**src/rtl/hazard_controller_if.sv**
```systemverilog
// Hazard controller bus: decode-stage inputs and stage-3 mux selects.
//   master : pipeline side, drives ir2_output/branch_taken/ex_stall,
//            consumes the selects, fetch_stall and stall_count.
//   slave  : hazard controller side.
interface hazard_controller_if #(
    parameter int CNT_W = 16
);
    logic [31:0]      ir2_output;
    logic             branch_taken;
    logic             ex_stall;
    logic [1:0]       select_ir3;
    logic             select_pc3;
    logic [1:0]       select_x3;
    logic [1:0]       select_y3;
    logic [1:0]       select_md3;
    logic             fetch_stall;
    logic [CNT_W-1:0] stall_count;

    modport master (
        output ir2_output, branch_taken, ex_stall,
        input  select_ir3, select_pc3, select_x3, select_y3, select_md3,
               fetch_stall, stall_count
    );

    modport slave (
        input  ir2_output, branch_taken, ex_stall,
        output select_ir3, select_pc3, select_x3, select_y3, select_md3,
               fetch_stall, stall_count
    );
endinterface

```
**src/rtl/hazard_controller.sv**
```systemverilog
// Pipeline hazard controller for the 5-stage core.
// Keeps a scoreboard of destination registers in stages 3/4/5 and, from it
// and the decode-stage instruction, chooses per cycle: issue (with optional
// forwarding from z5), nop injection for data hazards or branch flush, or a
// full hold while the back end stalls.
// Ports:
//   clk, reset : clock, synchronous active-high reset
//   bus        : hazard_controller_if.slave (ir2_output, branch_taken, ex_stall
//                in; select_ir3/pc3/x3/y3/md3, fetch_stall, stall_count out)
module hazard_controller #(
    parameter int FLUSH_CYCLES = 2,
    parameter int CNT_W        = 16
) (
    input  logic                clk,
    input  logic                reset,
    hazard_controller_if.slave  bus
);
    typedef enum logic [1:0] {RUN, STALL, FLUSH, HOLD} state_t;

    typedef struct packed {
        logic       vld;
        logic [4:0] rd;
    } sb_entry_t;

    localparam logic [6:0] OP_R      = 7'b0110011;
    localparam logic [6:0] OP_IALU   = 7'b0010011;
    localparam logic [6:0] OP_LOAD   = 7'b0000011;
    localparam logic [6:0] OP_STORE  = 7'b0100011;
    localparam logic [6:0] OP_BRANCH = 7'b1100011;
    localparam logic [6:0] OP_JAL    = 7'b1101111;
    localparam logic [6:0] OP_AUIPC  = 7'b0010111;
    localparam logic [6:0] OP_LUI    = 7'b0110111;

    localparam logic [1:0] FLUSH_LOAD = 2'(FLUSH_CYCLES - 1);

    state_t           state_q, state_d;
    logic [1:0]       flush_cnt_q, flush_cnt_d;
    logic [CNT_W-1:0] stall_cnt_q, stall_cnt_d;
    sb_entry_t        sb3_q, sb4_q, sb5_q, sb3_d, sb4_d, sb5_d;

    // Decode
    logic [6:0] opcode;
    logic [4:0] rd, rs1, rs2;
    logic       is_r, is_ialu, is_load, is_store, is_branch, is_jal, is_auipc, is_lui;
    logic       use_rs1, use_rs2, writes_rd;

    assign opcode = bus.ir2_output[6:0];
    assign rd     = bus.ir2_output[11:7];
    assign rs1    = bus.ir2_output[19:15];
    assign rs2    = bus.ir2_output[24:20];

    assign is_r      = (opcode == OP_R);
    assign is_ialu   = (opcode == OP_IALU);
    assign is_load   = (opcode == OP_LOAD);
    assign is_store  = (opcode == OP_STORE);
    assign is_branch = (opcode == OP_BRANCH);
    assign is_jal    = (opcode == OP_JAL);
    assign is_auipc  = (opcode == OP_AUIPC);
    assign is_lui    = (opcode == OP_LUI);

    // x0 reads are masked here so they never match the scoreboard
    assign use_rs1   = (is_r | is_ialu | is_load | is_store | is_branch) && (rs1 != 5'd0);
    assign use_rs2   = (is_r | is_store | is_branch) && (rs2 != 5'd0);
    assign writes_rd = is_r | is_ialu | is_load | is_jal | is_auipc | is_lui;

    // Hazard / forward detection
    logic haz, fwd1, fwd2;
    assign haz  = (use_rs1 && ((sb3_q.vld && sb3_q.rd == rs1) || (sb4_q.vld && sb4_q.rd == rs1)))
               || (use_rs2 && ((sb3_q.vld && sb3_q.rd == rs2) || (sb4_q.vld && sb4_q.rd == rs2)));
    assign fwd1 = use_rs1 && sb5_q.vld && (sb5_q.rd == rs1);
    assign fwd2 = use_rs2 && sb5_q.vld && (sb5_q.rd == rs2);

    // A nonzero counter only exists while flushing or held mid-flush; it
    // survives HOLD so the flush resumes after the back end releases.
    logic flush_pend;
    assign flush_pend = ((state_q == FLUSH) || (state_q == HOLD)) && (flush_cnt_q != 2'd0);

    always_ff @(posedge clk) begin
        if (reset) begin
            state_q     <= RUN;
            flush_cnt_q <= 2'd0;
            stall_cnt_q <= '0;
            sb3_q       <= '0;
            sb4_q       <= '0;
            sb5_q       <= '0;
        end else begin
            state_q     <= state_d;
            flush_cnt_q <= flush_cnt_d;
            stall_cnt_q <= stall_cnt_d;
            sb3_q       <= sb3_d;
            sb4_q       <= sb4_d;
            sb5_q       <= sb5_d;
        end
    end

    always_comb begin
        state_d         = RUN;
        flush_cnt_d     = flush_cnt_q;
        stall_cnt_d     = stall_cnt_q;
        sb3_d           = sb3_q;
        sb4_d           = sb4_q;
        sb5_d           = sb5_q;
        bus.select_ir3  = 2'd0;
        bus.select_pc3  = 1'b0;
        bus.select_x3   = (is_jal | is_auipc) ? 2'd1 : 2'd0;
        bus.select_y3   = (is_ialu | is_load | is_store | is_lui | is_auipc | is_jal) ? 2'd1 : 2'd0;
        bus.select_md3  = 2'd0;
        bus.fetch_stall = 1'b0;

        if (reset) begin
            bus.select_ir3 = 2'd1;
            bus.select_x3  = 2'd0;
            bus.select_y3  = 2'd0;
        end else if (bus.ex_stall) begin
            // Everything frozen: scoreboard and flush counter keep their values
            state_d         = HOLD;
            bus.select_ir3  = 2'd2;
            bus.select_pc3  = 1'b1;
            bus.select_x3   = 2'd2;
            bus.select_y3   = 2'd2;
            bus.select_md3  = 2'd2;
            bus.fetch_stall = 1'b1;
        end else begin
            sb5_d = sb4_q;
            sb4_d = sb3_q;
            sb3_d = '0;
            if (bus.branch_taken || flush_pend) begin
                // ir2 is on the wrong path, so any hazard it carries is moot
                flush_cnt_d    = bus.branch_taken ? FLUSH_LOAD : flush_cnt_q - 2'd1;
                state_d        = (flush_cnt_d != 2'd0) ? FLUSH : RUN;
                bus.select_ir3 = 2'd1;
                bus.select_x3  = 2'd0;
                bus.select_y3  = 2'd0;
            end else if (haz) begin
                state_d         = STALL;
                bus.select_ir3  = 2'd1;
                bus.select_x3   = 2'd0;
                bus.select_y3   = 2'd0;
                bus.fetch_stall = 1'b1;
                if (stall_cnt_q != '1)
                    stall_cnt_d = stall_cnt_q + 1'b1;
            end else begin
                sb3_d.vld = writes_rd && (rd != 5'd0);
                sb3_d.rd  = rd;
                if (fwd1)
                    bus.select_x3 = 2'd3;
                if (fwd2 && (is_r || is_branch))
                    bus.select_y3 = 2'd3;
                if (fwd2 && is_store)
                    bus.select_md3 = 2'd1;
            end
        end
    end

    assign bus.stall_count = stall_cnt_q;
endmodule

```
**src/flat_wrapper.sv**
```systemverilog
// flat-port wrapper written by rule: the top's interface ports become plain ports
module hazard_controller_flat 
#(
    parameter int FLUSH_CYCLES = 2,
    parameter int CNT_W        = 16
)
  (clk, reset, bus_ir2_output, bus_branch_taken, bus_ex_stall, bus_select_ir3, bus_select_pc3, bus_select_x3, bus_select_y3, bus_select_md3, bus_fetch_stall, bus_stall_count);
  hazard_controller_if #(.CNT_W(CNT_W)) bus_i ();
  input  logic clk;
  input  logic reset;
  input wire logic [$bits(bus_i.ir2_output)-1:0] bus_ir2_output;
  input wire logic [$bits(bus_i.branch_taken)-1:0] bus_branch_taken;
  input wire logic [$bits(bus_i.ex_stall)-1:0] bus_ex_stall;
  output wire logic [$bits(bus_i.select_ir3)-1:0] bus_select_ir3;
  output wire logic [$bits(bus_i.select_pc3)-1:0] bus_select_pc3;
  output wire logic [$bits(bus_i.select_x3)-1:0] bus_select_x3;
  output wire logic [$bits(bus_i.select_y3)-1:0] bus_select_y3;
  output wire logic [$bits(bus_i.select_md3)-1:0] bus_select_md3;
  output wire logic [$bits(bus_i.fetch_stall)-1:0] bus_fetch_stall;
  output wire logic [$bits(bus_i.stall_count)-1:0] bus_stall_count;
  assign bus_i.ir2_output = bus_ir2_output;
  assign bus_i.branch_taken = bus_branch_taken;
  assign bus_i.ex_stall = bus_ex_stall;
  assign bus_select_ir3 = bus_i.select_ir3;
  assign bus_select_pc3 = bus_i.select_pc3;
  assign bus_select_x3 = bus_i.select_x3;
  assign bus_select_y3 = bus_i.select_y3;
  assign bus_select_md3 = bus_i.select_md3;
  assign bus_fetch_stall = bus_i.fetch_stall;
  assign bus_stall_count = bus_i.stall_count;
  hazard_controller #(.FLUSH_CYCLES(FLUSH_CYCLES), .CNT_W(CNT_W)) u_core (.clk(clk), .reset(reset), .bus(bus_i));
endmodule
```
**config.mk**
```make
export PLATFORM = sky130hd
export DESIGN_NAME = hazard_controller_flat
export DESIGN_NICKNAME = d
export VERILOG_FILES = /design/src/rtl/hazard_controller_if.sv /design/src/rtl/hazard_controller.sv /design/src/flat_wrapper.sv
export SDC_FILE = /design/constraint.sdc
export NUM_CORES = 1
export LEC_CHECK = 0
export CORE_UTILIZATION = 35
export DETAILED_ROUTE_END_ITERATION = 10
export PLACE_DENSITY = 0.67
export SLEW_MARGIN = 10
export SYNTH_ARGS = -nofsm -noshare
export SYNTH_HDL_FRONTEND = slang
export SYNTH_SLANG_ARGS = --single-unit
```
**constraint.sdc**
```tcl
create_clock -name clk -period 3.27 [get_ports clk]
set_clock_uncertainty 0.2 [all_clocks]
set_input_delay 0.654 -clock clk [delete_from_list [all_inputs] [get_ports clk]]
set_output_delay 0.654 -clock clk [all_outputs]
set_load 0.01 [all_outputs]
```
## Word level (Yosys, flattened, before mapping)

Cells that the tools add are included.
W data, S select, Z words.

- Register bits after elaboration: 38
- Output and inout port bits: 26
- Logic and storage cells: 107

- Add/sub/neg operators: 2
- Eq/ne operators: 17
- Multiplexer cells: 33
- Bitwise operators: 17
- Reduce and logical (&&, ||, !) cells: 29

Operators with widths:

| kind | number |
|---|---|
| $mux W2 | 21 |
| $eq A5 B5 Y1 | 6 |
| $eq A7 B6 Y1 const B | 3 |
| $add A16 B1 Y16 const B | 1 |
| $logic_and A1 B1 Y1 | 16 |
| $ne A16 B16 Y1 const B | 1 |
| $or A1 B1 Y1 | 15 |
| $reduce_bool A5 Y1 | 3 |
| $eq A7 B5 Y1 const B | 2 |
| $eq A7 B7 Y1 const B | 2 |
| $mux W6 | 2 |
| $mux W1 | 10 |
| $eq A7 B2 Y1 const B | 1 |
| $logic_or A1 B1 Y1 | 6 |
| $eq A2 B2 Y1 const B | 2 |
| $reduce_and A4 Y1 | 1 |
| $reduce_bool A2 Y1 | 2 |
| $not A1 Y1 | 2 |
| $reduce_and A2 Y1 | 1 |
| $sub A2 B1 Y2 const B | 1 |

## Depth between registers and ports, before layout

- Depth after elaboration: 13
- Gate-level depth with buffers: 9

## Worst setup path after synthesis

No wires, ideal clock.

- Kind: input -> output
- Start: input port bus_ir2_output[15]
- End: output port bus_select_md3[0]
- Arrival: 2.394 ns
- Setup slack: 0.022 ns
- Stages on the path: 6
- Path buffers: 1
- Cell sequence: or4_1 > o221a_2 > a22oi_4 > buf_6 > nor3b_4 > nor4b_4

- Cells in the longest elaborated chain, start to end: 9

Ends and longest elaborated chain:

| item | RTL line | text |
|---|---|---|
| from (decl) | flat_wrapper.sv:11 | `input wire logic [$bits(bus_i.ir2_output)-1:0] bus_ir2_output;` |
| $eq A5 B5 Y1 | hazard_controller.sv:68 | `assign haz = (use_rs1 && ((sb3_q.vld && sb3_q.rd == rs1) \|\| (sb4_q.vld && sb4_q.rd == rs1)))` |
| $logic_and A1 B1 Y1 | hazard_controller.sv:68 |  |
| $logic_or A1 B1 Y1 | hazard_controller.sv:68 |  |
| $logic_and A1 B1 Y1 * | hazard_controller.sv:68 |  |
| $logic_or A1 B1 Y1 * | hazard_controller.sv:69 | `\|\| (use_rs2 && ((sb3_q.vld && sb3_q.rd == rs2) \|\| (sb4_q.vld && sb4_q.rd == rs2)));` |
| $mux W2 * | hazard_controller.sv:134 | `end else if (haz) begin` |
| $mux W2 * | hazard_controller.sv:127 | `if (bus.branch_taken \|\| flush_pend) begin` |
| $mux W2 * | hazard_controller.sv:114 | `end else if (bus.ex_stall) begin` |
| $mux W2 * | hazard_controller.sv:110 | `if (reset) begin` |
| to (decl) | flat_wrapper.sv:18 | `output wire logic [$bits(bus_i.select_md3)-1:0] bus_select_md3;` |

Mark *: on every way between the ends. The rest lies on a longest branch, timed or not.

## Worst setup path in the final report

- Start: input port bus_ir2_output[0]
- End: output port bus_select_ir3[0]

- Cells in the longest elaborated chain, start to end: 12

Ends and longest elaborated chain:

| item | RTL line | text |
|---|---|---|
| $eq A7 B6 Y1 or $eq A7 B5 Y1 (tied branches) | hazard_controller.sv:52, hazard_controller.sv:53 |  |
| $or A1 B1 Y1 (4 in a row) | hazard_controller.sv:62 | `assign use_rs1 = (is_r \| is_ialu \| is_load \| is_store \| is_branch) && (rs1 != 5'd0);` |
| $logic_and A1 B1 Y1 | hazard_controller.sv:62 |  |
| $logic_and A1 B1 Y1 | hazard_controller.sv:68 |  |
| $logic_or A1 B1 Y1 * | hazard_controller.sv:69 |  |
| $mux W1 * | hazard_controller.sv:134 |  |
| $mux W2 * | hazard_controller.sv:127 |  |
| $mux W2 * | hazard_controller.sv:114 |  |
| $mux W2 * | hazard_controller.sv:110 |  |
| to (decl) | flat_wrapper.sv:14 | `output wire logic [$bits(bus_i.select_ir3)-1:0] bus_select_ir3;` |

Marks and branches as above.

==> reports/results.txt <==
Power Density = 284.6 nW/um2
Worst Path Required = 2.42 ns
via count = 2391
Final Net Count = 401
critical path class = in -> out
Port Buffers = 51
setup TNS = -0.3340 ns
global-route wire length before repair = 10420 um
Fin. Hold Viols = 0
number of synthesized flops with an enable pin = 0
Routed WL = 6326 um
Final Cycle Share = 102.8%
GR Overflow Total = 0
clock net sink count = 37
final hold slack = 0.2821 ns
Max VDD drop = 196.2 uV
hold buffers post-CTS = 0
CP peak stage delay = 0.48 ns
DRC viols = 0
clock-pin slew on the worst setup and hold paths = 0.07 ns
H-tree depth = 2
Slew Limit Fails = 0
violated checks = setup timing
worst r2r src = u_core.sb3_q[1]
die span in y = 83.26 um
CP most frequent cell = buf_4
Ant. Diodes = 0
CP arrival = 2.51 ns
asr flop ratio synth = 0%
clk_lat worst skew = 0.29 ns
commonest non-fill, non-tap cells in the layout = buf_4 (52), dfxtp_1 (37), clkdlybuf4s50_1 (30), nor2_1 (25), xnor2_1 (23)
routability cong. = 0.8491
internal reg-to-reg setup slack = 0.75 ns
Avg Inst Size Synth = 8.688 um2
Fillers = 584
vias in the first global route = 2281
status = complete, but fails checks
min-delay worst type = reg -> reg
1st-iter DRT viols = 67
root buf cell = clkbuf_8
CP Capture Point = bus_select_ir3[0]
Peak Freq = 297.3 MHz
initial antenna violation count = 0
Vias/cell = 5.422
pin count of the biggest net entering global routing = 33
Total Routing Usage GR = 18.48%
actual slew at the worst max-slew pin = 0.5623 ns
synth unique cells = 49
Max Cap Viol = 0
Worst setup SP type = input port
Tmin final = 3.363 ns
Slowest-stage cell, CP = clkdlybuf4s50_1
leak pwr = 0.001308 uW
Final Setup Violations = 4
critical path peak fanout = 3
share of the synthesized area in the top cell type = 32.05%
I/O pin count = 62
R2R cell count = 10
Synth Net Count = 304
Wirelength per Cell = 14.34 um
die width = 83.26 um
critical path cell sequence = clkdlybuf4s50_1 > and4bb_2 > o211a_4 > a22oi_4 > buf_4 > buf_4 > nand2b_1 > and2_4 > clkdlybuf4s15_2
RSZ-0062 raised after global routing = true
fin util = 52.53%
pre-CTS setup slack = -0.7836 ns
YS warnings = 0
cell taking the most area after synthesis = dfxtp_1
TritonRoute pass-1 iters = 4
share of cells above drive strength 1 = 25.82%
post-route ant nets = 0
# rows = 29
Num CTS Buffers = 5
Top FF cell, synth = dfxtp_1
starting density of the core = 36.39%
Cell Area, Synth = 2311 um2
area of the core = 6350 um2
Post-Synthesis Cells = 266
reg2reg end = u_core.bus.stall_count[14]
Worst Setup End Kind = output pin
clock buffer depth = 2
relative slew slack = 62.17%
crit path from = bus_ir2_output[0]
Synth-to-Final Area Change = 44.34%
register area share after synthesis = 32.05%
CTS tree = built
post-DP HPWL = 4754 um
commonest non-fill, non-tap cell in the layout = buf_4
Setup WS post-layout = -0.09306 ns
Synth Register Bits = 37
synth top area cells = dfxtp_1 (32%), xnor2_1 (9.1%), mux2i_1 (5.2%)
die area = 6931 um2
## cells in the mapped netlist, drive strengths merged (2+ instances only)
cell and count:
dfxtp 37, nor2 25, xnor2 24, nand2 16, a21oi 15, or4 15
mux2i 12, nand4 11, o31ai 11, xor2 9, clkbuf 8, nand3 8
inv 7, o21ai 7, a22o 6, buf 6, nor2b 4, a21boi 3
and2 3, and3 3, nand2b 3, nor4 3, or3 3, a211oi 2
a22oi 2, and4b 2, ha 2, o2111ai 2, o211ai 2, o22ai 2
## power breakdown
part	switching, uW	internal [uW]
Sequential	8.65	457
Clock	161	148
Combinational	80.8	94.3
Total	250	699
## layer usage
layer  track usage [%]  vias up  part of all wire [%]
met5                 0        -                     0
met1             22.40     1123                    45
li1                  -     1182                     -
met2             31.15       69                    48
met4             7.837        0                   2.9
met3             4.374       17                   4.5
## critical path, delay by kind of cell
| family | cells | cell delay, ns |
|---|---|---|
| and+or+nand+nor | 3 | 0.62 |
| AOI/OAI and AO/OA | 2 | 0.27 |
| buffers and inverters | 4 | 0.97 |
## flip-flops by register name, summed over array words and instances (netlist names)
signal                  cells
u_core.sb4_q                6
u_core.flush_cnt_q          2
u_core.state_q              1
u_core.sb5_q                6
u_core.sb3_q                6
u_core.bus.stall_count     16
## stage by stage
step                      total power (uW)  instances  area (um2)
final                                949.5        441        3336
after global placement               644.9        423        3177
after global routing                 996.6        441        3336
after detailed placement             647.9        423        3177
after CTS                            958.7        437        3311
after floorplan                      551.0        266        2311
## layout make-up
class	instances	area [um2]	area share, %
Inverter	7	26.28	0.7877
Tap cell	77	96.34	2.888
Clock buffer	6	72.57	2.176
Multi-Input combinational cell	208	1520	45.57
Clock inverter	2	10.01	0.3001
Sequential cell	37	740.7	22.21
Timing Repair Buffer	104	869.6	26.07
## kinds of logic after synthesis
group | after synthesis | share of synthesized area [%]
flops | 37 | 32.05
simple gates | 102 | 25.72
fa+ha+maj | 2 | 1.083
buf+inv | 21 | 4.223
xor+xnor | 33 | 12.51
compound gates | 58 | 18.73
mux | 13 | 5.685
## worst min-delay path by stage
stage	from	end	cells past startpoint
after global placement	u_core.flush_cnt_q[1]	u_core.flush_cnt_q[1]	2
after CTS	u_core.flush_cnt_q[1]	u_core.flush_cnt_q[1]	2
after floorplan	u_core.flush_cnt_q[1]	u_core.flush_cnt_q[1]	2
after detailed placement	u_core.flush_cnt_q[1]	u_core.flush_cnt_q[1]	2
after global routing	u_core.flush_cnt_q[1]	u_core.flush_cnt_q[1]	2
final	u_core.flush_cnt_q[1]	u_core.flush_cnt_q[1]	2
## repair_timing
action                                  4_1_cts  5_1_grt
gates resized for setup                      72        4
pin swaps                                     8        6
endpoints found under the setup margin        7        7
setup buffers                                 6        4
gates cloned                                  0        0
Note: power is estimated with default switching activity, not from simulation.
